--- src/rtl/cmult_pkg.sv ---
// Shared types and constants for the Q1.15 complex multiplier.
package cmult_pkg;

  localparam int CMULT_DATA_WIDTH = 16;
  localparam int CMULT_FRAC_BITS  = 15;

  typedef logic signed [15:0] sample_t;
  typedef logic signed [31:0] prod_t;
  typedef logic signed [32:0] acc_t;

  localparam sample_t SAT_MAX = 16'sh7FFF;
  localparam sample_t SAT_MIN = 16'sh8000;

endpackage

--- src/rtl/complex_mult_q15_if.sv ---
// Operand/result bundle for complex_mult_q15; master drives operands, slave returns results.
interface complex_mult_q15_if;
  import cmult_pkg::*;

  logic    in_valid;
  sample_t a_real;
  sample_t a_imag;
  sample_t b_real;
  sample_t b_imag;
  sample_t out_real;
  sample_t out_imag;
  logic    out_valid;

  modport master (
    output in_valid, a_real, a_imag, b_real, b_imag,
    input  out_real, out_imag, out_valid
  );

  modport slave (
    input  in_valid, a_real, a_imag, b_real, b_imag,
    output out_real, out_imag, out_valid
  );

endinterface

--- src/rtl/cmult_round_sat.sv ---
// Combinational acc_t -> sample_t: round half up (CMULT_ROUND_EN) or floor, shift by FRAC_BITS,
// saturate. Zero latency, no flow control.
module cmult_round_sat
  import cmult_pkg::*;
#(
  parameter int FRAC_BITS = CMULT_FRAC_BITS
) (
  input  acc_t    acc_i,
  output sample_t res_o
);

  // One guard bit above acc_t so the rounding offset can never wrap.
  typedef logic signed [33:0] wide_t;

  localparam wide_t HI = 34'(SAT_MAX);
  localparam wide_t LO = 34'(SAT_MIN);

  wide_t biased;
  wide_t shifted;

`ifdef CMULT_ROUND_EN
  localparam wide_t HALF = 34'sd1 <<< (FRAC_BITS - 1);
  assign biased = 34'(acc_i) + HALF;
`else
  assign biased = 34'(acc_i);
`endif

  assign shifted = biased >>> FRAC_BITS;

  always_comb begin
    res_o = shifted[15:0];
    if (shifted > HI) begin
      res_o = SAT_MAX;
    end else if (shifted < LO) begin
      res_o = SAT_MIN;
    end
  end

endmodule

--- src/rtl/complex_mult_q15.sv ---
// Pipelined Q1.15 complex multiply out = a*b; 3-cycle latency, 1 pair/cycle, no backpressure.
// Rounding mode selected by CMULT_ROUND_EN (see cmult_round_sat).
module complex_mult_q15
  import cmult_pkg::*;
#(
  parameter int DATA_WIDTH = CMULT_DATA_WIDTH,
  parameter int FRAC_BITS  = CMULT_FRAC_BITS
) (
  input logic              clk,
  input logic              reset,
  complex_mult_q15_if.slave bus
);

  if (DATA_WIDTH != $bits(sample_t)) begin : g_width_check
    $error("complex_mult_q15: DATA_WIDTH must match sample_t");
  end

  // Stage 1: operand capture
  logic    s1_vld_q;
  sample_t s1_ar_q, s1_ai_q, s1_br_q, s1_bi_q;

  always_ff @(posedge clk or posedge reset) begin
    if (reset) begin
      s1_vld_q <= 1'b0;
      s1_ar_q  <= '0;
      s1_ai_q  <= '0;
      s1_br_q  <= '0;
      s1_bi_q  <= '0;
    end else begin
      s1_vld_q <= bus.in_valid;
      s1_ar_q  <= bus.a_real;
      s1_ai_q  <= bus.a_imag;
      s1_br_q  <= bus.b_real;
      s1_bi_q  <= bus.b_imag;
    end
  end

  // Stage 2: four partial products (true result always fits 32 bits signed)
  logic  s2_vld_q;
  prod_t pr_rr_d, pr_ii_d, pr_ri_d, pr_ir_d;
  prod_t pr_rr_q, pr_ii_q, pr_ri_q, pr_ir_q;

  assign pr_rr_d = prod_t'(s1_ar_q) * prod_t'(s1_br_q);
  assign pr_ii_d = prod_t'(s1_ai_q) * prod_t'(s1_bi_q);
  assign pr_ri_d = prod_t'(s1_ar_q) * prod_t'(s1_bi_q);
  assign pr_ir_d = prod_t'(s1_ai_q) * prod_t'(s1_br_q);

  always_ff @(posedge clk or posedge reset) begin
    if (reset) begin
      s2_vld_q <= 1'b0;
      pr_rr_q  <= '0;
      pr_ii_q  <= '0;
      pr_ri_q  <= '0;
      pr_ir_q  <= '0;
    end else begin
      s2_vld_q <= s1_vld_q;
      pr_rr_q  <= pr_rr_d;
      pr_ii_q  <= pr_ii_d;
      pr_ri_q  <= pr_ri_d;
      pr_ir_q  <= pr_ir_d;
    end
  end

  // Stage 3: combine, scale, saturate
  acc_t    re_acc, im_acc;
  sample_t out_re_d, out_im_d;
  sample_t out_re_q, out_im_q;
  logic    out_vld_q;

  assign re_acc = acc_t'(pr_rr_q) - acc_t'(pr_ii_q);
  assign im_acc = acc_t'(pr_ri_q) + acc_t'(pr_ir_q);

  cmult_round_sat #(.FRAC_BITS(FRAC_BITS)) u_rs_re (
    .acc_i (re_acc),
    .res_o (out_re_d)
  );

  cmult_round_sat #(.FRAC_BITS(FRAC_BITS)) u_rs_im (
    .acc_i (im_acc),
    .res_o (out_im_d)
  );

  // Results only move on valid beats so bubbles leave the last value visible.
  always_ff @(posedge clk or posedge reset) begin
    if (reset) begin
      out_vld_q <= 1'b0;
      out_re_q  <= '0;
      out_im_q  <= '0;
    end else begin
      out_vld_q <= s2_vld_q;
      if (s2_vld_q) begin
        out_re_q <= out_re_d;
        out_im_q <= out_im_d;
      end
    end
  end

  assign bus.out_valid = out_vld_q;
  assign bus.out_real  = out_re_q;
  assign bus.out_imag  = out_im_q;

endmodule

--- src/flat_wrapper.sv ---
// flat-port wrapper written by rule: the top's interface ports become plain ports
module complex_mult_q15_flat import cmult_pkg::*;
#(
  parameter int DATA_WIDTH = CMULT_DATA_WIDTH,
  parameter int FRAC_BITS  = CMULT_FRAC_BITS
)
  (clk, reset, bus_in_valid, bus_a_real, bus_a_imag, bus_b_real, bus_b_imag, bus_out_real, bus_out_imag, bus_out_valid);
  complex_mult_q15_if bus_i ();
  input logic clk;
  input logic reset;
  input wire logic [$bits(bus_i.in_valid)-1:0] bus_in_valid;
  input wire logic [$bits(bus_i.a_real)-1:0] bus_a_real;
  input wire logic [$bits(bus_i.a_imag)-1:0] bus_a_imag;
  input wire logic [$bits(bus_i.b_real)-1:0] bus_b_real;
  input wire logic [$bits(bus_i.b_imag)-1:0] bus_b_imag;
  output wire logic [$bits(bus_i.out_real)-1:0] bus_out_real;
  output wire logic [$bits(bus_i.out_imag)-1:0] bus_out_imag;
  output wire logic [$bits(bus_i.out_valid)-1:0] bus_out_valid;
  assign bus_i.in_valid = bus_in_valid;
  assign bus_i.a_real = bus_a_real;
  assign bus_i.a_imag = bus_a_imag;
  assign bus_i.b_real = bus_b_real;
  assign bus_i.b_imag = bus_b_imag;
  assign bus_out_real = bus_i.out_real;
  assign bus_out_imag = bus_i.out_imag;
  assign bus_out_valid = bus_i.out_valid;
  complex_mult_q15 #(.DATA_WIDTH(DATA_WIDTH), .FRAC_BITS(FRAC_BITS)) u_core (.clk(clk), .reset(reset), .bus(bus_i));
endmodule
--- config.mk ---
export PLATFORM = sky130hd
export DESIGN_NAME = complex_mult_q15_flat
export DESIGN_NICKNAME = d
export VERILOG_FILES = /design/src/rtl/cmult_pkg.sv /design/src/rtl/complex_mult_q15_if.sv /design/src/rtl/cmult_round_sat.sv /design/src/rtl/complex_mult_q15.sv /design/src/flat_wrapper.sv
export SDC_FILE = /design/constraint.sdc
export NUM_CORES = 2
export LEC_CHECK = 0
export ABC_CLOCK_PERIOD_IN_PS = 7300
export CAP_MARGIN = 20
export CORE_MARGIN = 10
export CORE_UTILIZATION = 60
export CTS_CLUSTER_DIAMETER = 150
export DETAILED_ROUTE_END_ITERATION = 8
export GPL_TIMING_DRIVEN = 0
export PLACE_DENSITY = 0.8
export SYNTH_ARGS = -nofsm -noshare
export SYNTH_HDL_FRONTEND = slang
export SYNTH_SLANG_ARGS = --single-unit
--- constraint.sdc ---
create_clock -name clk -period 7.3 [get_ports clk]
set_input_delay 0.73 -clock clk [delete_from_list [all_inputs] [get_ports clk]]
set_output_delay 0.73 -clock clk [all_outputs]
set_load 0.05 [all_outputs]
==> results.yml <==
cts:
  ctsRootBufferMaster: "clkbuf_16"
  cts_resized: 78
  insertion_delay_ns: 0.60
  ctsHoldBuffers: 0
  path_clk_slew_ns: 0.06
  cts_sinks: 227
  post_cts_buffers: 0
  tritoncts: "yes"
  cts_made_buffers: 27
  cts.path.max_buffers: 3
  htree_levels: 1
sta:
  layout_min_cycle_time_ns: 7.150
  tightest_slew_ns: 1.159
  slew_headroom_pct: 22.74
  fin_tns_setup_ns: 0
  hold_viol: 0
  maxSlewViolCount: 0
  clock_skew_ns: 0.02505
  min_period_over_period_pct: 97.95
  max_freq_ghz: 0.1399
  setup_viol: 0
worst_hold_path:
  hold_path_end: "u_core.s2_vld_q$_DFF_PP0_"
  holdCritPathClass: "reg2reg"
  whs_path_depth: 0
  min_from: "u_core.s1_vld_q$_DFF_PP0_"
placed_design:
  io_buffers: 99
  dp_hpwl_mm: 122.4
  place_congestion: 1.031
floorplan:
  rows: 103
  die_area_sq_um: 91650
  io_pins: 100
  core_sq_um: 79130
  die_h_um: 302.7
  die_x_um: 302.7
  initial_core_util_pct: 60.62
setup_path:
  rrSetupSlack_ns: 0.15
  cp_common_cell: "fa_1"
  slowest_stage: "fa_1"
  crit_fanout: 10
  crit_chain: "clkbuf_2, nand2_1, fa_1, fa_1, fa_1, fa_1, inv_1, fa_1, fa_1, ha_1, and4_1, a21oi_1, o21ai_0, a31oi_1, nand2b_1, o311a_1, o41ai_2, a41o_1, a21oi_1, xnor2_1"
  crit_type: "reg2reg"
  worstSetupStartpointType: "flop"
  timing.rr.start: "u_core.s1_bi_q[3]$_DFF_PP0_"
  critical-path-top-delay-family: "adder cells"
  crit_required_ns: 7.78
  reg2reg_depth: 20
  cp_num_buf_inv: 2
  end_kind: "flop"
  max_stage_delay_ns: 0.58
  r2r_end: "u_core.pr_ri_q[30]$_DFF_PP0_"
  worstPathArrival_ns: 7.63
yosys:
  ys_async_sr_fraction_pct: 100.0
  ys_warn_count: 0
  ys_seq_area_share_pct: 11.84
  synthCells: 5026
  postSynthNetCount: 6531
  synth_edf_count: 0
  synthFlopType: "dfrtp_1"
  post_synth_num_cell_types: 84
  syn_area_per_cell_sq_um: 9.544
  synth_area_sq_um: 47970
  synth-seq-cells: 227
global_route:
  antenna_found_initial: 18
  grt_usage_pct: 34.46
  top_usage_layer: "met2"
  grt_pass1_wl_mm: 229.8
  grt.met3_usage_pct: 10.98
  grt-ovfl-total: 0
  grt_use_met2_pct: 49.37
  use_met1_pct: 46.84
  grt_pass1_vias: 37240
  grt_max_degree: 122
route:
  vias: 35676
  wirelength_mm: 152.1
  drtIter0Drc: 3200
  ant_nets: 0
  vias_per_cell: 5.685
  route.detailed.drc: 0
  drtPass1Iterations: 9
  wl_per_cell_um: 24.24
final_layout:
  nFillCells: 6473
  area_delta_synth_final_pct: 8.065
  nNetsFinal: 6676
  layout-drive-gt1-share_pct: 5.529
job:
  drv_cap: 0
status:
  status: "complete, no violations"
==> flip-flops by register name, indices dropped and copies added, names as in the netlist, 32 cells and up <==
signal,count
u_core.pr_ii_q,32
u_core.pr_ir_q,32
u_core.pr_ri_q,32
u_core.pr_rr_q,32
==> kinds of logic after synthesis <==
kind of cell	count (synthesis)	synth area share (%)
buffers and inverters	1424	11.22
AO/OA/AOI/OAI	422	5.874
flip-flops	227	11.84
adder cells (fa/ha/maj)	1438	53.91
AND/OR/NAND/NOR	1341	13.97
multiplexers	3	0.06261
XOR/XNOR	171	3.122
==> synth_stat cells, drive strengths merged, types with 20 or more instances <==
library cell | instances | area [sq um]
ha | 390 | 4880
clkbuf | 195 | 732.0
xnor2 | 133 | 1165
nand2 | 526 | 1977
nor2 | 149 | 581.8
a21o | 76 | 571.8
nand3 | 29 | 150.1
inv | 1221 | 4583
nor3 | 34 | 175.2
and2 | 508 | 3178
o21bai | 20 | 150.1
fa | 1048 | 20980
o21ai | 68 | 351.6
a21oi | 157 | 860.8
dfrtp | 227 | 5680
xor2 | 38 | 332.8
nand2b | 30 | 187.7
==> final cells by class <==
class	count	area [sq um]	area share, %
multi-input cells	3375	36960	71.30
flip-flops and latches	227	5689	10.98
inverters	1223	4602	8.878
well taps	1050	1314	2.534
repair buffers	116	1230	2.373
plain buffers	201	993.5	1.917
clock buffers	33	738.2	1.424
clock inverters	16	227.7	0.4393
diodes	34	85.08	0.1641
==> layout by cell type, fill, tap and decap left out, drive strengths merged, types with 4 or more instances in the layout <==
cell	count
inv	1225
nand3	29
xnor2	133
nand2b	30
o21bai	20
and2	508
nand2	526
buf	42
and3	10
a21o	76
a41oi	4
nand4	11
xor2	38
o21a	14
nor2b	16
nor3	34
a211oi	10
clkbuf	209
or2	6
clkdlybuf4s50	99
fa	1048
clkinv	6
o21ai	68
a2111oi	9
or3	7
ha	390
bufinv	5
o31ai	10
a21oi	157
dfrtp	227
diode	34
a31oi	15
nor2	149
==> worst max-delay path by stage <==
stage               slack [ns]                    startpoint                            endpoint  cells after the start
global route             -0.02  u_core.s1_br_q[10]$_DFF_PP0_        u_core.pr_ir_q[31]$_DFF_PP0_                     21
global placement         -2.56                         reset        u_core.pr_ir_q[31]$_DFF_PP0_                      2
floorplan                 0.35                         reset  u_core.bus.out_imag[0]$_DFFE_PP0P_                      1
CTS                     0.0003  u_core.s1_bi_q[11]$_DFF_PP0_        u_core.pr_ri_q[31]$_DFF_PP0_                     21
finish                    0.15   u_core.s1_bi_q[3]$_DFF_PP0_        u_core.pr_ri_q[30]$_DFF_PP0_                     20
detailed placement       -0.52   u_core.s1_ar_q[8]$_DFF_PP0_        u_core.pr_ri_q[30]$_DFF_PP0_                     23
==> metrics by stage <==
step | setup slack, ns | area [sq um] | util (%) | cells | hold slack (ns)
4_1_cts | 0.0002718 | 51550 | 65.15 | 6238 | 0.3538
2_1_floorplan | 0.3505 | 47970 | - | 5026 | 0.3312
3_3_place_gp | -2.559 | 50270 | 63.53 | 6175 | 0.3332
6_report | 0.1498 | 51840 | 65.51 | 6275 | 0.3506
3_5_place_dp | -0.5154 | 50480 | 63.80 | 6189 | 0.3402
5_1_grt | -0.01813 | 51770 | 65.42 | 6247 | 0.3622
==> metal layers <==
metal,up-vias,wire length [um]
li1,15186,-
met1,18160,60340
met2,1953,64380
met3,373,17970
met4,4,9395
met5,-,33
Power is not shown: default switching activity piles up to over one toggle a cycle in this logic, so the estimate is an artifact.
